[src/rtl/gf180mcu_osu_sc_gp9t3v3__tbuf_pkg.sv]
// Shared definitions for the tri-state bus controller.
//   bus_state_t : controller FSM states (idle, driving, turnaround dead time)
//   owner_w()   : width of a source index for a given source count
package gf180mcu_osu_sc_gp9t3v3__tbuf_pkg;

  typedef enum logic [1:0] {
    ST_IDLE  = 2'd0,
    ST_DRIVE = 2'd1,
    ST_TURN  = 2'd2
  } bus_state_t;

  function automatic int unsigned owner_w(input int unsigned n);
    if (n < 2) return 1;
    return $clog2(n);
  endfunction

endpackage

[src/rtl/gf180mcu_osu_sc_gp9t3v3__rr_arb.sv]
// Combinational round-robin arbiter.
//   req     : per-source request vector
//   owner   : index of the current/last owner; search starts at owner+1
//   win_oh  : one-hot winner (all zero when nobody requests)
//   win_idx : index of the winner
//   any_req : at least one request is present
module gf180mcu_osu_sc_gp9t3v3__rr_arb
  import gf180mcu_osu_sc_gp9t3v3__tbuf_pkg::*;
#(
  parameter int unsigned NSRC = 4,
  localparam int unsigned OWNER_W = owner_w(NSRC)
) (
  input  logic [NSRC-1:0]    req,
  input  logic [OWNER_W-1:0] owner,
  output logic [NSRC-1:0]    win_oh,
  output logic [OWNER_W-1:0] win_idx,
  output logic               any_req
);

  logic               found;
  logic [OWNER_W-1:0] cand;

  // Scan owner+1, owner+2, ... wrapping; the last candidate is owner itself.
  always_comb begin
    win_oh  = '0;
    win_idx = '0;
    found   = 1'b0;
    cand    = '0;
    for (int unsigned k = 1; k <= NSRC; k++) begin
      cand = OWNER_W'((32'(owner) + k) % NSRC);
      if (!found && req[cand]) begin
        found        = 1'b1;
        win_oh[cand] = 1'b1;
        win_idx      = cand;
      end
    end
  end

  assign any_req = |req;

endmodule

[src/rtl/gf180mcu_osu_sc_gp9t3v3__tbuf_bus_ctrl.sv]
// Controller for a shared tri-state bus built from tbuf cells.
//   CLK, RST  : rising-edge clock, synchronous active-high reset
//   REQ       : per-source level-sensitive bus request
//   DIN       : source data, source i at DIN[i*WIDTH +: WIDTH]
//   GNT/EN    : registered one-hot grant / tbuf enable (identical)
//   EN_BAR    : complement of EN, held in its own flop bank
//   BUS       : owner's data while driving, else the keeper value
//   BUS_VALID : a source is driving the bus
//   OWNER     : index of current or last owner
// Break-before-make: after every release the bus spends TURN cycles in
// turnaround plus at least one idle cycle with all enables low.
module gf180mcu_osu_sc_gp9t3v3__tbuf_bus_ctrl
  import gf180mcu_osu_sc_gp9t3v3__tbuf_pkg::*;
#(
  parameter int unsigned NSRC     = 4,
  parameter int unsigned WIDTH    = 8,
  parameter int unsigned TURN     = 1,
  parameter int unsigned MAX_HOLD = 0,
  localparam int unsigned OWNER_W = owner_w(NSRC)
) (
  input  logic                    CLK,
  input  logic                    RST,
  input  logic [NSRC-1:0]         REQ,
  input  logic [NSRC*WIDTH-1:0]   DIN,
  output logic [NSRC-1:0]         GNT,
  output logic [NSRC-1:0]         EN,
  output logic [NSRC-1:0]         EN_BAR,
  output logic [WIDTH-1:0]        BUS,
  output logic                    BUS_VALID,
  output logic [OWNER_W-1:0]      OWNER
);

  localparam int unsigned TURN_W = (TURN < 2) ? 1 : $clog2(TURN);
  localparam int unsigned HOLD_W = $clog2(MAX_HOLD + 2);

  bus_state_t         state_q, state_d;
  logic [NSRC-1:0]    gnt_q, gnt_d;
  logic [NSRC-1:0]    en_bar_q;
  logic [OWNER_W-1:0] owner_q, owner_d;
  logic [TURN_W-1:0]  turn_q, turn_d;
  logic [HOLD_W-1:0]  hold_q, hold_d, hold_inc;
  logic [WIDTH-1:0]   keeper_q, keeper_d;
  logic [WIDTH-1:0]   din_arr [NSRC];
  logic [NSRC-1:0]    win_oh;
  logic [OWNER_W-1:0] win_idx;
  logic               any_req;
  logic               owner_req;
  logic               other_req;
  logic               forced;

  gf180mcu_osu_sc_gp9t3v3__rr_arb #(
    .NSRC(NSRC)
  ) u_arb (
    .req     (REQ),
    .owner   (owner_q),
    .win_oh  (win_oh),
    .win_idx (win_idx),
    .any_req (any_req)
  );

  always_comb begin
    for (int unsigned i = 0; i < NSRC; i++) begin
      din_arr[i] = DIN[i*WIDTH +: WIDTH];
    end
  end

  // In DRIVE gnt_q is the owner's one-hot, so it masks owner vs. others.
  assign owner_req = |(REQ & gnt_q);
  assign other_req = |(REQ & ~gnt_q);
  assign hold_inc  = (hold_q == '1) ? hold_q : hold_q + 1'b1;
  // hold_inc counts the current DRIVE cycle, so release happens after
  // exactly MAX_HOLD driven cycles.
  assign forced    = (MAX_HOLD != 0) && (32'(hold_inc) >= MAX_HOLD) && other_req;

  always_comb begin
    state_d  = state_q;
    gnt_d    = gnt_q;
    owner_d  = owner_q;
    turn_d   = turn_q;
    hold_d   = hold_q;
    keeper_d = keeper_q;
    unique case (state_q)
      ST_IDLE: begin
        if (any_req) begin
          state_d = ST_DRIVE;
          gnt_d   = win_oh;
          owner_d = win_idx;
          hold_d  = '0;
        end
      end
      ST_DRIVE: begin
        keeper_d = din_arr[owner_q];
        hold_d   = hold_inc;
        if (!owner_req || forced) begin
          state_d = ST_TURN;
          gnt_d   = '0;
          turn_d  = TURN_W'(TURN - 1);
        end
      end
      ST_TURN: begin
        if (turn_q == '0) state_d = ST_IDLE;
        else              turn_d  = turn_q - 1'b1;
      end
      default: begin
        state_d = ST_IDLE;
        gnt_d   = '0;
      end
    endcase
  end

  always_ff @(posedge CLK) begin
    if (RST) begin
      state_q  <= ST_IDLE;
      gnt_q    <= '0;
      en_bar_q <= '1;
      owner_q  <= OWNER_W'(NSRC - 1);
      turn_q   <= '0;
      hold_q   <= '0;
      keeper_q <= '0;
    end else begin
      state_q  <= state_d;
      gnt_q    <= gnt_d;
      en_bar_q <= ~gnt_d;
      owner_q  <= owner_d;
      turn_q   <= turn_d;
      hold_q   <= hold_d;
      keeper_q <= keeper_d;
    end
  end

  assign GNT       = gnt_q;
  assign EN        = gnt_q;
  assign EN_BAR    = en_bar_q;
  assign OWNER     = owner_q;
  assign BUS_VALID = (state_q == ST_DRIVE);
  assign BUS       = (state_q == ST_DRIVE) ? din_arr[owner_q] : keeper_q;

endmodule

[config.mk]
export PLATFORM = sky130hd
export DESIGN_NAME = gf180mcu_osu_sc_gp9t3v3__tbuf_bus_ctrl
export DESIGN_NICKNAME = d
export VERILOG_FILES = /design/src/rtl/gf180mcu_osu_sc_gp9t3v3__tbuf_pkg.sv /design/src/rtl/gf180mcu_osu_sc_gp9t3v3__rr_arb.sv /design/src/rtl/gf180mcu_osu_sc_gp9t3v3__tbuf_bus_ctrl.sv
export SDC_FILE = /design/constraint.sdc
export NUM_CORES = 1
export LEC_CHECK = 0
export ABC_CLOCK_PERIOD_IN_PS = 3150
export BUFFER_PORTS_ARGS = -buffer_cell sky130_fd_sc_hd__buf_2
export CAP_MARGIN = 20
export CORE_UTILIZATION = 28
export CTS_BUF_LIST = sky130_fd_sc_hd__clkbuf_8
export DETAILED_ROUTE_END_ITERATION = 8
export SETUP_SLACK_MARGIN = 0.02
export SLEW_MARGIN = 20
export SYNTH_ARGS = -nofsm -noshare
export SYNTH_HDL_FRONTEND = slang
export SYNTH_HIERARCHICAL = 1
export SYNTH_SLANG_ARGS = --single-unit
[constraint.sdc]
create_clock -name CLK -period 3.15 [get_ports CLK]
set_input_delay 0 -clock CLK [delete_from_list [all_inputs] [get_ports CLK]]
set_output_delay 0 -clock CLK [all_outputs]
set_load 0.01 [all_outputs]
* Yosys cells after proc, flatten, opt, wreduce, memory -nomap -nowiden *
Index checks and enable logic that the tools add are counted.

operators by class
  add/subtract/negate cells = 5
  $lt $le $gt $ge = 9
  equal/unequal tests = 5
  multiplexer cells = 41
  bitwise gates (word level) = 6
  reduce and logical (&&, ||, !) cells = 17

operator list
  operator             count
  $mux 4               6
  $mux 8               3
  $bmux 8 s2           1
  $mux 2               7
  $mux 1               13
  $lt 2x3->1 const B   4
  $or 4x4->4           3
  $pmux 4 s3           1
  $bmux 1 s2           4
  $demux 1 s2          4
  $ge 2x1->1 const B   4
  $reduce_or 4->1      2
  $logic_and 1x1->1    7
  $ne 2x2->1 const B   3
  $pmux 2 s3           1
  $add 2x1->2 const B  2
  $add 2x2->2 const B  2
  $and 4x4->4          1
  $not 4->4            1
  $reduce_and 2->1     2
  $ge 3x3->1 const B   1
  $logic_not 1->1      3
  $not 2->3            1
  $reduce_and 3->1     1
  other kinds (6)      6

word-level totals
  register bits = 21
  input port bits = 38
  output and inout bits = 23
  word-level logic and storage cells = 89

* Logic depth before layout (Yosys ltp) *
  word-level depth = 16
  depth in mapped cells = 10
  depth with buffers taken out = 8

* Cells and area by module *
Netlist, hierarchy kept.

modules (own cells, without submodules)
  module                                  times used  cells each  area each (um2)  sequential area each (um2)
  gf180mcu_osu_sc_gp9t3v3__tbuf_bus_ctrl  1           100         1,018.5          400.4
  gf180mcu_osu_sc_gp9t3v3__rr_arb         1           70          540.5            0.0

* Worst setup path after synthesis *
No wires, ideal clock.

  path kind = register -> register
  start point = register owner_q[0], in the netlist OWNER[0]
  end point = register en_bar_q[0], in the netlist EN_BAR[0]
  setup time = 0.072 ns
  data arrival time = 2.548 ns
  required time = 3.078 ns
  slack = 0.530 ns
  stages on the path, launching flop included = 11
  buffers on the path = 2
  period minus slack after synthesis = 2.620 ns
  cells stage by stage = dfxtp_1 buf_6 inv_1 ha_1 clkbuf_1 mux4_2 nand2_1 o21ai_1 a221o_1 mux2i_1 a2bb2oi_1

on the way
  word-level cells in the longest chain between the ends = 16
  elaborated cells on any way between the ends = 51
  those cells by class = 4 x add/sub; 8 x order compare; 25 x mux; 4 x bitwise; 10 x reduce/logical

ends and longest elaborated chain
  what                                                 line                                           RTL
  start: declaration                                   gf180mcu_osu_sc_gp9t3v3__tbuf_bus_ctrl.sv:39   logic [OWNER_W-1:0] owner_q, owner_d;
  start signal: assignment                             gf180mcu_osu_sc_gp9t3v3__tbuf_bus_ctrl.sv:116  owner_q <= OWNER_W'(NSRC - 1);
  start signal: assignment                             gf180mcu_osu_sc_gp9t3v3__tbuf_bus_ctrl.sv:124  owner_q <= owner_d;
  branches (longest 12 deep; another with $lt 2x3->1)  --
  $mux 4 (*)                                           gf180mcu_osu_sc_gp9t3v3__rr_arb.sv:31          if (!found && req[cand]) begin
  via win_oh[0]                                        gf180mcu_osu_sc_gp9t3v3__tbuf_bus_ctrl.sv:44   logic [NSRC-1:0] win_oh;
  $mux 4 (*)                                           gf180mcu_osu_sc_gp9t3v3__tbuf_bus_ctrl.sv:84   if (any_req) begin
  $pmux 4 s3 (*)                                       gf180mcu_osu_sc_gp9t3v3__tbuf_bus_ctrl.sv:82   unique case (state_q)
  $not 4->4 (*)                                        gf180mcu_osu_sc_gp9t3v3__tbuf_bus_ctrl.sv:123  en_bar_q <= ~gnt_d;
  end signal: assignment                               gf180mcu_osu_sc_gp9t3v3__tbuf_bus_ctrl.sv:123
  end: declaration                                     gf180mcu_osu_sc_gp9t3v3__tbuf_bus_ctrl.sv:38   logic [NSRC-1:0] en_bar_q;

Mark *: on every way through the listed nets, which the timed path passes. The select of a mux whose other input is x is not followed.
A chain may end at the register's enable or synchronous reset.

* Final worst setup path *
  start point = register owner_q[1], in the netlist OWNER[1]
  end point = register en_bar_q[2], in the netlist EN_BAR[2]

The elaborated chain is that of the path after synthesis.

==> qor.yml <==
run_status:
  status: "completed"
place:
  dp_hpwl_um: 2874
  place.gp.congestion: 0.8060
  portBuffers: 60
  pre_cts_slack_ns: 0.9212
clock_tree:
  cts_sinks: 20
  clkLatencyLatePin_ns: 0.26
  path_clk_slew_ns: 0.07
  cts_setup_buffers: 0
  cts_resized: 0
  cts_max_path_buffers: 2
  numCtsBuffers: 3
  cts_tree: "built"
  hold_buffers: 0
  h-tree-depth: 1
  cts_root_buf: "clkbuf_8"
power_and_ir_drop:
  powerDensity_mw_per_mm2: 742.2
  sw_frac_of_total_pct: 43.06
  p_switching_uw: 610.2
  p_leak_nw: 0.8764
  peakVddDrop_mv: 0.2289
  seq_power_share_pct: 25.9
  p_int_uw: 806.9
  pwr-share-comb_pct: 62.0
  power.clock.fraction_pct: 12.1
logic_synthesis:
  yosysMostFrequentCell: "nand2_1"
  synth_ff_type: "dfxtp_1"
  synth_fp_nets: 216
  avgSynthCellArea_um2: 9.171
  synth_compound_area_share_pct: 23.35
  synth_top_area_cell: "dfxtp_1"
  ys_seq_area_share_pct: 25.68
  synthSimpleGateAreaFrac_pct: 19.18
  synthAdderAreaFrac_pct: 6.421
  syn_area_mm2: 0.001559
  yosys.area.top_type_share_pct: 25.68
  synth_commonest_cells: "35 x nand2_1, 20 x dfxtp_1, 10 x a21oi_1, 10 x mux4_2, 8 x ha_1"
  syn_inst: 170
  ys_ff_latch: 20
  synth_xor_area_share_pct: 0
  ys_types: 44
  synthTopCellsByArea: "dfxtp_1 26%, mux4_2 14%, nand2_1 8.4%, ha_1 6.4%, a21oi_1 3.2%"
  synth_top_family_by_area: "compound AO/OA/AOI/OAI gates"
  synth_mux_area_share_pct: 18.38
  synth_warnings: 6
  async_flop_share_pct: 0
  synth_edf_count: 0
drt:
  drc: 0
  routed_wl_um: 3760
  postRouteAntennaNets: 0
  routedWlPerCell_um: 13.01
  vias: 1427
  drt_iter0_drc: 71
  first_pass_iters: 4
  vias_per_cell: 4.938
global_routing:
  grt_start_max_net_pins: 28
  grt_usage_pct: 12.59
  grt_pass1_wl_um: 5975
  antenna_found_initial: 0
  grt_overflow_total: 0
  grt_pass1_vias: 1237
floorplan:
  die_area_mm2: 0.005870
  ios: 61
  start_util_pct: 29.77
  die_h_um: 76.62
  die-width_um: 76.62
  std_cell_rows: 26
  core-area_mm2: 0.005238
sta:
  fin_ws_ns: 0.8942
  timing.setup.tns_ns: 0
  finClkSkew_ns: 0.002079
  worst_pin_slew_ns: 0.5389
  setup_viol: 0
  fin_crit_ns: 2.256
  rsz0062_at_grt: "no"
  slew_headroom_pct: 64.07
  hold_viol_final: 0
  timing.fmax_mhz: 443.3
  slew_viol_final: 0
  fin_crit_sh_pct: 71.61
worst_hold_path:
  hold_depth: 2
  min_path_type: "in -> reg"
  hold_start: "RST"
  worstHoldEndpoint: "keeper_q[6]"
worst_setup_path:
  r2r_end: "EN_BAR[2]"
  crit_path_end_kind: "flop"
  cp.arrival_ns: 2.45
  crit_path_start_kind: "flop"
  crit_type: "reg -> reg"
  rrSetupSlack_ns: 0.89
  r2r_start: "OWNER[1]"
  worstPathRequired_ns: 3.34
  r2r.worst_path.cells: 8
  path_max_fanout: 9
final_layout:
  drive_gt1_share_pct: 38.36
  syn_to_final_growth_pct: 22.47
  antennaDiodeCount: 0
  layout.nets: 267
  fillCellCount: 523
flow_run:
  maxCapViolCount: 0
per-layer routing:
metal  track usage, %  part of all wire [%]  vias to the layer above
met3            1.078                   1.2                        2
met2            21.08                    50                       18
met4            4.615                  0.77                        0
met5                0                     0                        -
met1            16.76                    48                      686
li1                 -                     -                      721
power groups by stage:
stage / combinational (mW) / clock [mW] / sequential, mW
6_report: 0.879 / 0.172 / 0.366
5_1_grt: 0.965 / 0.185 / 0.377
4_1_cts: 0.887 / 0.177 / 0.367
3_5_place_dp: 0.884 / 0 / 0.373
3_3_place_gp: 0.882 / 0 / 0.371
2_1_floorplan: 0.649 / 0 / 0.406
cell usage in the layout (no fill, tap or decap), types with 3 or more instances in the layout:
cell type	synthesis	layout
ha_1	8	8
a2bb2oi_1	4	4
o2bb2ai_1	4	4
buf_2	3	60
nor2_1	5	5
mux2i_1	5	5
nor2b_1	7	7
mux4_2	10	10
nand2_1	35	35
o21ai_1	4	4
clkbuf_8	0	3
dfxtp_1	20	20
o21ai_0	4	4
a21oi_1	10	10
inv_1	3	3
a221o_1	4	4
through the flow:
stage	hold slack [ns]	utilization, %	instances	instance area, µm²	total power, mW
finish	0.1010	36.45	289	1909	1.417
global route	0.1188	36.45	289	1909	1.527
CTS	0.1002	36.45	289	1909	1.430
detailed placement	0.3706	35.67	286	1868	1.257
global placement	0.3675	35.67	286	1868	1.253
floorplan	0.09436	-	170	1559	1.055
registers in the layout (all words and copies together) (netlist names):
| register | flops |
|---|---|
| state_q | 2 |
| OWNER | 2 |
| EN | 4 |
| EN_BAR | 4 |
| keeper_q | 8 |
worst max path at each step:
| stage | from | to | slack, ns |
|---|---|---|---|
| CTS | OWNER[1] | EN_BAR[1] | 0.90 |
| detailed placement | OWNER[1] | EN_BAR[0] | 0.92 |
| global route | OWNER[1] | EN_BAR[3] | 0.75 |
| global placement | OWNER[1] | EN_BAR[1] | 0.96 |
| floorplan | OWNER[0] | EN_BAR[0] | 0.53 |
| finish | OWNER[1] | EN_BAR[2] | 0.89 |
worst max-delay path: stages, from the launching register on:
cell and delay (ns):
dfxtp_1 0.33, inv_1 0.13, ha_1 0.53, mux4_2 0.44
nand2_1 0.10, o21ai_1 0.06, a221o_1 0.26, mux2i_1 0.19
a2bb2oi_1 0.16
cell families (layout without fill, tap and decap cells):
| group | after synthesis | count (layout) |
|---|---|---|
| compound gates | 45 | 45 |
| mux | 16 | 16 |
| flops | 20 | 20 |
| simple gates | 61 | 61 |
| buf+inv | 20 | 69 |
| fa+ha+maj | 8 | 8 |
cell type report:
type                       instances  area (µm²)  area share [%]
tap                               70       87.58           4.587
inverter                           4       15.01          0.7864
timing repair buffer              62       315.3           16.51
sequential                        20       400.4           20.97
clock buffer                       3       41.29           2.163
multi-input combinational        130        1050           54.98
No activity file was read; power rests on OpenSTA's default activity.
